## src/rtl/spi_flash_responder_if.sv

```systemverilog
// SPI pin bundle between an initiator (master) and spi_flash_responder (slave).
//
// Signals:
//   spi_cs_n    - chip select, active low, driven by the initiator
//   spi_sclk    - serial clock, mode 0 (idle low, data sampled on rise)
//   spi_mosi    - initiator-to-target data, MSB first
//   spi_miso    - target-to-initiator data, MSB first
//   spi_miso_oe - target pad enable for spi_miso
//
// Framing: a transaction is everything between a falling and a rising edge of
// spi_cs_n. The initiator changes spi_mosi while spi_sclk is low and the target
// samples it on the sclk rise. The target changes spi_miso after an sclk fall
// and the initiator samples it on the following rise. There is no flow
// control: every sclk rise moves exactly one bit in each direction.
`timescale 1ns/1ps
interface spi_flash_responder_if;
    logic spi_cs_n;
    logic spi_sclk;
    logic spi_mosi;
    logic spi_miso;
    logic spi_miso_oe;

    modport master (
        output spi_cs_n, spi_sclk, spi_mosi,
        input  spi_miso, spi_miso_oe
    );

    modport slave (
        input  spi_cs_n, spi_sclk, spi_mosi,
        output spi_miso, spi_miso_oe
    );
endinterface

```

## src/rtl/spi_flash_responder.sv

```systemverilog
// SPI mode-0 flash-style responder backed by a small internal byte memory.
// Serves READ and WRITE commands followed by a 24-bit address; the low ADDR_W
// address bits select the byte and the address auto-increments (wrapping) for
// unbounded streaming while CS is low. All SPI pins are oversampled by clk.
//
// Ports:
//   clk, rst_n  - system clock, synchronous active-low reset (clears memory)
//   spi         - SPI pin bundle (slave side)
//   busy        - transaction in progress (synchronized CS active)
//   wr_strobe   - one-clk pulse per committed memory byte write
//   cmd_err     - one-clk pulse when an unknown opcode is received
//   host_addr   - side read port address
//   host_rdata  - combinational mem[host_addr]
//   dbg_state   - current FSM state encoding, for observation only
`timescale 1ns/1ps
module spi_flash_responder #(
    parameter int          ADDR_W    = 5,
    parameter logic [7:0]  CMD_READ  = 8'h03,
    parameter logic [7:0]  CMD_WRITE = 8'h02
) (
    input  logic               clk,
    input  logic               rst_n,
    spi_flash_responder_if.slave spi,
    output logic               busy,
    output logic               wr_strobe,
    output logic               cmd_err,
    input  logic [ADDR_W-1:0]  host_addr,
    output logic [7:0]         host_rdata,
    output logic [2:0]         dbg_state
);
    localparam int DEPTH = 1 << ADDR_W;

    typedef enum logic [2:0] {
        S_IDLE, S_CMD, S_ADDR, S_RD_DATA, S_WR_DATA, S_IGNORE
    } state_t;

    state_t state, state_next;

    logic cs_s1, cs_s2;
    logic sclk_s1, sclk_s2, sclk_d;
    logic mosi_s1, mosi_s2;
    logic armed;

    logic [2:0]        bit_cnt;
    logic [1:0]        byte_cnt;
    logic [7:0]        rx_shift;
    logic [7:0]        tx_shift;
    logic [ADDR_W-1:0] addr;
    logic              is_write;
    logic [7:0]        mem [DEPTH];

    logic       sclk_rise, sclk_fall, byte_done;
    logic [7:0] rx_byte;
    logic       do_write, do_err;

    assign sclk_rise = sclk_s2 & ~sclk_d;
    assign sclk_fall = ~sclk_s2 & sclk_d;
    assign byte_done = sclk_rise && (bit_cnt == 3'd7);
    assign rx_byte   = {rx_shift[6:0], mosi_s2};

    assign busy            = (state != S_IDLE);
    assign spi.spi_miso_oe = (state == S_RD_DATA);
    assign spi.spi_miso    = (state == S_RD_DATA) ? tx_shift[7] : 1'b0;
    assign host_rdata      = mem[host_addr];
    assign dbg_state       = state;

    always_ff @(posedge clk) begin
        if (!rst_n) state <= S_IDLE;
        else        state <= state_next;
    end

    always_comb begin
        state_next = state;
        do_write   = 1'b0;
        do_err     = 1'b0;
        unique case (state)
            S_IDLE: if (armed && !cs_s2) state_next = S_CMD;
            S_CMD: begin
                if (byte_done) begin
                    if (rx_byte == CMD_READ || rx_byte == CMD_WRITE) begin
                        state_next = S_ADDR;
                    end else begin
                        state_next = S_IGNORE;
                        do_err     = 1'b1;
                    end
                end
            end
            S_ADDR: begin
                if (byte_done && byte_cnt == 2'd2)
                    state_next = is_write ? S_WR_DATA : S_RD_DATA;
            end
            // A byte completing in the same cycle CS rises is still committed.
            S_WR_DATA: do_write = byte_done;
            default: ;
        endcase
        if (state != S_IDLE && cs_s2) state_next = S_IDLE;
    end

    always_ff @(posedge clk) begin
        if (!rst_n) begin
            // CS sync resets to "active" so that a CS low still held across
            // reset is never mistaken for a fresh select: armed only sets once
            // a real high level has come through the synchronizer.
            cs_s1     <= 1'b0;
            cs_s2     <= 1'b0;
            sclk_s1   <= 1'b0;
            sclk_s2   <= 1'b0;
            sclk_d    <= 1'b0;
            mosi_s1   <= 1'b0;
            mosi_s2   <= 1'b0;
            armed     <= 1'b0;
            wr_strobe <= 1'b0;
            cmd_err   <= 1'b0;
            bit_cnt   <= 3'd0;
            byte_cnt  <= 2'd0;
            rx_shift  <= 8'h00;
            tx_shift  <= 8'h00;
            addr      <= '0;
            is_write  <= 1'b0;
            for (int i = 0; i < DEPTH; i++) mem[i] <= 8'h00;
        end else begin
            cs_s1   <= spi.spi_cs_n;
            cs_s2   <= cs_s1;
            sclk_s1 <= spi.spi_sclk;
            sclk_s2 <= sclk_s1;
            sclk_d  <= sclk_s2;
            mosi_s1 <= spi.spi_mosi;
            mosi_s2 <= mosi_s1;
            if (cs_s2) armed <= 1'b1;

            wr_strobe <= do_write;
            cmd_err   <= do_err;

            // Bit counting only inside a transaction; CS high drops any
            // partial byte by returning the counter to 0.
            if (state == S_IDLE || cs_s2) begin
                bit_cnt <= 3'd0;
            end else if (sclk_rise) begin
                bit_cnt  <= bit_cnt + 3'd1;
                rx_shift <= rx_byte;
            end

            unique case (state)
                S_CMD: begin
                    if (byte_done) begin
                        is_write <= (rx_byte == CMD_WRITE);
                        byte_cnt <= 2'd0;
                    end
                end
                S_ADDR: begin
                    // Shifting all 24 bits through leaves exactly the low
                    // ADDR_W address bits behind.
                    if (sclk_rise) begin
                        addr <= {addr[ADDR_W-2:0], mosi_s2};
                        if (byte_done) byte_cnt <= byte_cnt + 2'd1;
                    end
                end
                S_RD_DATA: begin
                    // Load on the fall that opens each byte so bit 7 is on
                    // MISO before the first rise of that byte.
                    if (sclk_fall) begin
                        if (bit_cnt == 3'd0) begin
                            tx_shift <= mem[addr];
                            addr     <= addr + {{(ADDR_W-1){1'b0}}, 1'b1};
                        end else begin
                            tx_shift <= {tx_shift[6:0], 1'b0};
                        end
                    end
                end
                S_WR_DATA: begin
                    if (do_write) begin
                        mem[addr] <= rx_byte;
                        addr      <= addr + {{(ADDR_W-1){1'b0}}, 1'b1};
                    end
                end
                default: ;
            endcase
        end
    end
endmodule

```

## src/flat_wrapper.sv

```systemverilog
// flat-port wrapper written by rule: the top's interface ports become plain ports
module spi_flash_responder_flat 
#(
    parameter int          ADDR_W    = 5,
    parameter logic [7:0]  CMD_READ  = 8'h03,
    parameter logic [7:0]  CMD_WRITE = 8'h02
)
  (clk, rst_n, busy, wr_strobe, cmd_err, host_addr, host_rdata, dbg_state, spi_spi_cs_n, spi_spi_sclk, spi_spi_mosi, spi_spi_miso, spi_spi_miso_oe);
  spi_flash_responder_if spi_i ();
  input  logic clk;
  input  logic rst_n;
  output logic busy;
  output logic wr_strobe;
  output logic cmd_err;
  input  logic [ADDR_W-1:0] host_addr;
  output logic [7:0] host_rdata;
  output logic [2:0] dbg_state;
  input wire logic [$bits(spi_i.spi_cs_n)-1:0] spi_spi_cs_n;
  input wire logic [$bits(spi_i.spi_sclk)-1:0] spi_spi_sclk;
  input wire logic [$bits(spi_i.spi_mosi)-1:0] spi_spi_mosi;
  output wire logic [$bits(spi_i.spi_miso)-1:0] spi_spi_miso;
  output wire logic [$bits(spi_i.spi_miso_oe)-1:0] spi_spi_miso_oe;
  assign spi_i.spi_cs_n = spi_spi_cs_n;
  assign spi_i.spi_sclk = spi_spi_sclk;
  assign spi_i.spi_mosi = spi_spi_mosi;
  assign spi_spi_miso = spi_i.spi_miso;
  assign spi_spi_miso_oe = spi_i.spi_miso_oe;
  spi_flash_responder #(.ADDR_W(ADDR_W), .CMD_READ(CMD_READ), .CMD_WRITE(CMD_WRITE)) u_core (.clk(clk), .rst_n(rst_n), .spi(spi_i), .busy(busy), .wr_strobe(wr_strobe), .cmd_err(cmd_err), .host_addr(host_addr), .host_rdata(host_rdata), .dbg_state(dbg_state));
endmodule
```

## config.mk

```make
export PLATFORM = sky130hd
export DESIGN_NAME = spi_flash_responder_flat
export DESIGN_NICKNAME = d
export VERILOG_FILES = /design/src/rtl/spi_flash_responder_if.sv /design/src/rtl/spi_flash_responder.sv /design/src/flat_wrapper.sv
export SDC_FILE = /design/constraint.sdc
export NUM_CORES = 1
export LEC_CHECK = 0
export ABC_CLOCK_PERIOD_IN_PS = 4970
export BUFFER_PORTS_ARGS = -buffer_cell sky130_fd_sc_hd__clkbuf_2
export CAP_MARGIN = 20
export CORE_MARGIN = 3
export CORE_UTILIZATION = 60
export DETAILED_ROUTE_END_ITERATION = 8
export PLACE_DENSITY = 0.84
export SLEW_MARGIN = 20
export SYNTH_ARGS = -nofsm -noshare
export SYNTH_HDL_FRONTEND = slang
export SYNTH_SLANG_ARGS = --single-unit
```

## constraint.sdc

```tcl
create_clock -name clk -period 4.97 [get_ports clk]
set_input_delay 0.7455 -clock clk [delete_from_list [all_inputs] [get_ports clk]]
set_output_delay 0.7455 -clock clk [all_outputs]
set_load 0.05 [all_outputs]
```

==> Flow_metrics.wiki <==
{| class="wikitable"
! Metric !! Value
|-
| Avg WL per Cell || 28.4 µm
|-
| First-iteration detailed-routing DRC count || 1,561
|-
| Critical path fanouts, max || 42
|-
| Leak || 0.00563 µW
|-
| Gp weighted congestion || 1.09
|-
| Number of sinks driven by the clock tree || 300
|-
| Placement Rows || 58
|-
| Number of post-CTS setup repair buffers || 0
|-
| Crit-path max cell delay || 0.56 ns
|-
| Largest buffer count on any clock path || 3
|-
| Post-route clock period utilization || 0.782
|-
| Clock edge transition at the registers on the reported setup and hold paths || 0.06 ns
|-
| Number of enable flip-flop cells after synthesis || 256
|-
| Layout Nets || 1,207
|-
| Flip-flop and latch count after synthesis || 300
|-
| Most frequent cells after synthesis || sky130_fd_sc_hd__and2_1 (268), sky130_fd_sc_hd__edfxtp_1 (256), sky130_fd_sc_hd__mux2i_1 (114), sky130_fd_sc_hd__mux4_2 (94), sky130_fd_sc_hd__clkbuf_1 (66)
|-
| Async set or reset register ratio after synthesis || 0
|-
| Logic gate share of total power || 0.068
|-
| Synth area leader || sky130_fd_sc_hd__edfxtp_1
|-
| Combined global-route utilization of all metal layers || 0.310
|-
| Antenna violations before repair || 1
|-
| Layout cell share with drive strength beyond 1 || 0.167
|-
| Highest Clock Rate || 0.257 GHz
|-
| Number of failing setup endpoints in the final timing report || 0
|-
| Wire length of the first global-routing pass || 65,900 µm
|-
| Clock latency on the worst-skew pair || 0.56 ns
|-
| Share of the synthesized area in the top cell type || 0.484
|-
| Post-synth net total || 1,225
|-
| Arrival time reported for the critical path endpoint || 3.14 ns
|-
| Worst VDD drop || 318 µV
|-
| Area of the die || 0.0285 mm²
|-
| Count of final hold-check violations || 0
|-
| Met3 usage in global routing || 0.0817
|-
| Worst slew pin tran || 1.12 ns
|-
| Synthesis-to-finish area growth || 8.32%
|-
| Vertical extent of the die || 169 µm
|-
| Clk Tree Root Cell || sky130_fd_sc_hd__clkbuf_16
|-
| Number of hold buffers added after cts || 0
|-
| Crit end category || output pin
|-
| Power Dens Cells || 323 mW/mm²
|-
| Total via count after detailed routing || 10,712
|-
| Clk pwr share || 0.401
|-
| Portion of total power attributed to sequential cells || 0.531
|-
| Unrepaired setup endpoints after global routing || false
|-
| Global Route met1 Usage || 0.459
|-
| Slowest CP cell || sky130_fd_sc_hd__mux4_2
|-
| Area of all placed cells without fillers || 0.0172 mm²
|-
| Startpoint type of the worst setup path || input pin
|-
| TritonCTS clock tree || yes
|-
| Detailed Route WL || 43,900 µm
|-
| Clock buffer count from CTS || 29
|-
| Ports || 26
|-
| Core outline area || 0.0256 mm²
|-
| Internal power component || 4300 µW
|-
| Max Clock Skew || 0.0132 ns
|-
| Top Usage Layer GRT || met1
|-
| Critical path class || in -> out
|-
| Sw Ratio || 0.228
|-
| GRT overflow || 0
|-
| Post-detailed-route count of antenna-violating nets || 0
|-
| Worst path most repeated cell || sky130_fd_sc_hd__mux4_2
|-
| Sequential element share of the synthesized area || 0.539
|-
| Placed cell areas || 0.0162 mm²
|-
| Netlist Area Pre-Place || 0.0159 mm²
|-
| Outcome || finished clean
|-
| CTS H-tree depth || 1
|-
| Worst Path Buf+Inv || 3
|-
| Average instance area after synthesis || 13.2 µm²
|-
| Leading cell types by total area after synthesis || sky130_fd_sc_hd__edfxtp_1 (48%), sky130_fd_sc_hd__mux4_2 (13%), sky130_fd_sc_hd__and2_1 (11%)
|-
| Leading cell type by number of instances after synthesis || sky130_fd_sc_hd__and2_1
|-
| Total negative slack for setup checks || 0 ns
|-
| Fill cell total of the finished layout || 1,773
|-
| Count of max-cap constraint violations || 0
|-
| Family with the most delay on the worst path || multiplexers
|-
| Critical path required time || 4.22 ns
|-
| Final Slew Violations || 0
|-
| Cells resized by post-CTS repair || 0
|-
| Maximum number of pins on one net before global-route repair || 50
|-
| Launch instance of the worst min-delay path || spi_spi_cs_n
|-
| Tightest Hold Check Type || in -> reg
|-
| DRC violation count after routing || 0
|-
| Final HPWL DP || 31,400 µm
|-
| Commonest register cell after synthesis || sky130_fd_sc_hd__edfxtp_1
|-
| Final core utilization || 0.672
|-
| Width of the die || 169 µm
|-
| Sequential cell area || 0.00857 mm²
|-
| Number of buffer cells added on primary ports || 25
|-
| Vias in the first global route || 10,364
|-
| Post-route minimum period || 3.89 ns
|-
| Synth unique cells || 53
|-
| Start point of the critical path || host_addr[0]
|-
| Area occupied by multi-input gates || 0.00690 mm²
|-
| Vias per cell || 6.95
|-
| Rel. slew slack || 0.247
|-
| Met2 Track Usage GR || 0.452
|-
| Cell-by-cell trace of the critical path || buf_4, buf_12, mux4_2, mux4_2, mux2_2, clkbuf_2
|-
| Sw power || 1270 µW
|-
| Pre-antenna DRT Iters || 5
|-
| Yosys synthesis warning count || 0
|-
| Count of mapped cells out of synthesis || 1,207
|-
| Starting density of the core || 0.620
|-
| Number of antenna cells inserted || 0
|}
[metrics by stage]
stage	hold WS (ns)	total power [µW]	std cells	setup slack [ns]
2_1_floorplan	0.412	3220	1207	1.33
5_1_grt	0.404	5700	1542	0.947
4_1_cts	0.387	5550	1542	1.07
6_report	0.397	5560	1542	1.08
3_3_place_gp	0.416	3360	1488	1.13
3_5_place_dp	0.419	3370	1488	1.07
[sequential cells by signal (all words and copies together) (netlist names), named ones only]
name              count
u_core.byte_cnt       2
u_core.bit_cnt        3
u_core.sclk_d         1
u_core.cs_s1          1
u_core.cmd_err        1
u_core.mosi_s1        1
u_core.is_write       1
u_core.cs_s2          1
u_core.sclk_s2        1
u_core.dbg_state      3
u_core.addr           5
u_core.mem          256
u_core.tx_shift       8
u_core.wr_strobe      1
u_core.rx_shift       7
u_core.armed          1
u_core.mosi_s2        1
u_core.sclk_s1        1
[path summary, 6_finish.rpt]
kind	to	slack (ns)	cells after the start
max	host_rdata[5]	1.08	6
min	u_core.cs_s1$_SDFF_PN0_	0.40	2
max reg2reg	u_core.tx_shift[1]$_SDFFE_PN0P_	1.86	6
min reg2reg	u_core.sclk_s2$_SDFF_PN0_	0.43	1
[per-layer routing]
layer,share of wire,vias up
met4,0.042,2
met2,0.43,841
met5,0.00030,-
met1,0.38,5226
met3,0.15,130
li1,-,4513
[power groups by stage]
stage	combinational, µW	clock [µW]	sequential [µW]
2_1_floorplan	299	0	2920
3_3_place_gp	362	0	2990
3_5_place_dp	375	0	2990
4_1_cts	377	2240	2940
5_1_grt	401	2350	2950
6_report	379	2230	2950
[area by class of cell]
cell class | instances | area share
multi-input cells | 802 | 0.401
clock buffers | 37 | 0.0462
well taps | 330 | 0.0240
inverters | 9 | 0.00196
flip-flops and latches | 300 | 0.498
repair buffers | 47 | 0.0192
clock inverters | 17 | 0.00974
[cell families (layout without fill, tap and decap cells)]
logic type                 Yosys count  after routing  synth area share
and+or+nand+nor                    417            417             0.153
DFF                                300            300             0.539
muxes                              216            216             0.211
AOI/OAI and AO/OA                  159            159            0.0629
buffers and inverters              105            110            0.0266
adders and majority gates            8              8           0.00630
xor gates and xnor gates             2              2           0.00110
[cells in the final DEF, fill, tap and decap left out, types with 4 or more instances in the layout]
cell type and n:
sky130_fd_sc_hd__nor4_1 5, sky130_fd_sc_hd__clkinv_2 7, sky130_fd_sc_hd__clkbuf_8 4, sky130_fd_sc_hd__and3_1 8
sky130_fd_sc_hd__a21oi_1 43, sky130_fd_sc_hd__a211oi_1 9, sky130_fd_sc_hd__nand2b_1 9, sky130_fd_sc_hd__mux2_2 8
sky130_fd_sc_hd__or4_1 5, sky130_fd_sc_hd__and2_1 268, sky130_fd_sc_hd__clkbuf_2 24, sky130_fd_sc_hd__edfxtp_1 256
sky130_fd_sc_hd__o21ai_1 30, sky130_fd_sc_hd__nor2b_1 9, sky130_fd_sc_hd__nor2_1 59, sky130_fd_sc_hd__inv_1 8
sky130_fd_sc_hd__nand2_1 18, sky130_fd_sc_hd__buf_4 20, sky130_fd_sc_hd__mux4_2 94, sky130_fd_sc_hd__mux2i_1 114
sky130_fd_sc_hd__a22oi_1 47, sky130_fd_sc_hd__clkbuf_1 4, sky130_fd_sc_hd__ha_1 8, sky130_fd_sc_hd__o22ai_1 6
sky130_fd_sc_hd__or3_1 5, sky130_fd_sc_hd__clkbuf_16 29, sky130_fd_sc_hd__nor3_1 4, sky130_fd_sc_hd__o21ai_0 8
sky130_fd_sc_hd__nand3_1 11, sky130_fd_sc_hd__dfxtp_1 43
No activity file was read; power rests on OpenSTA's default activity.
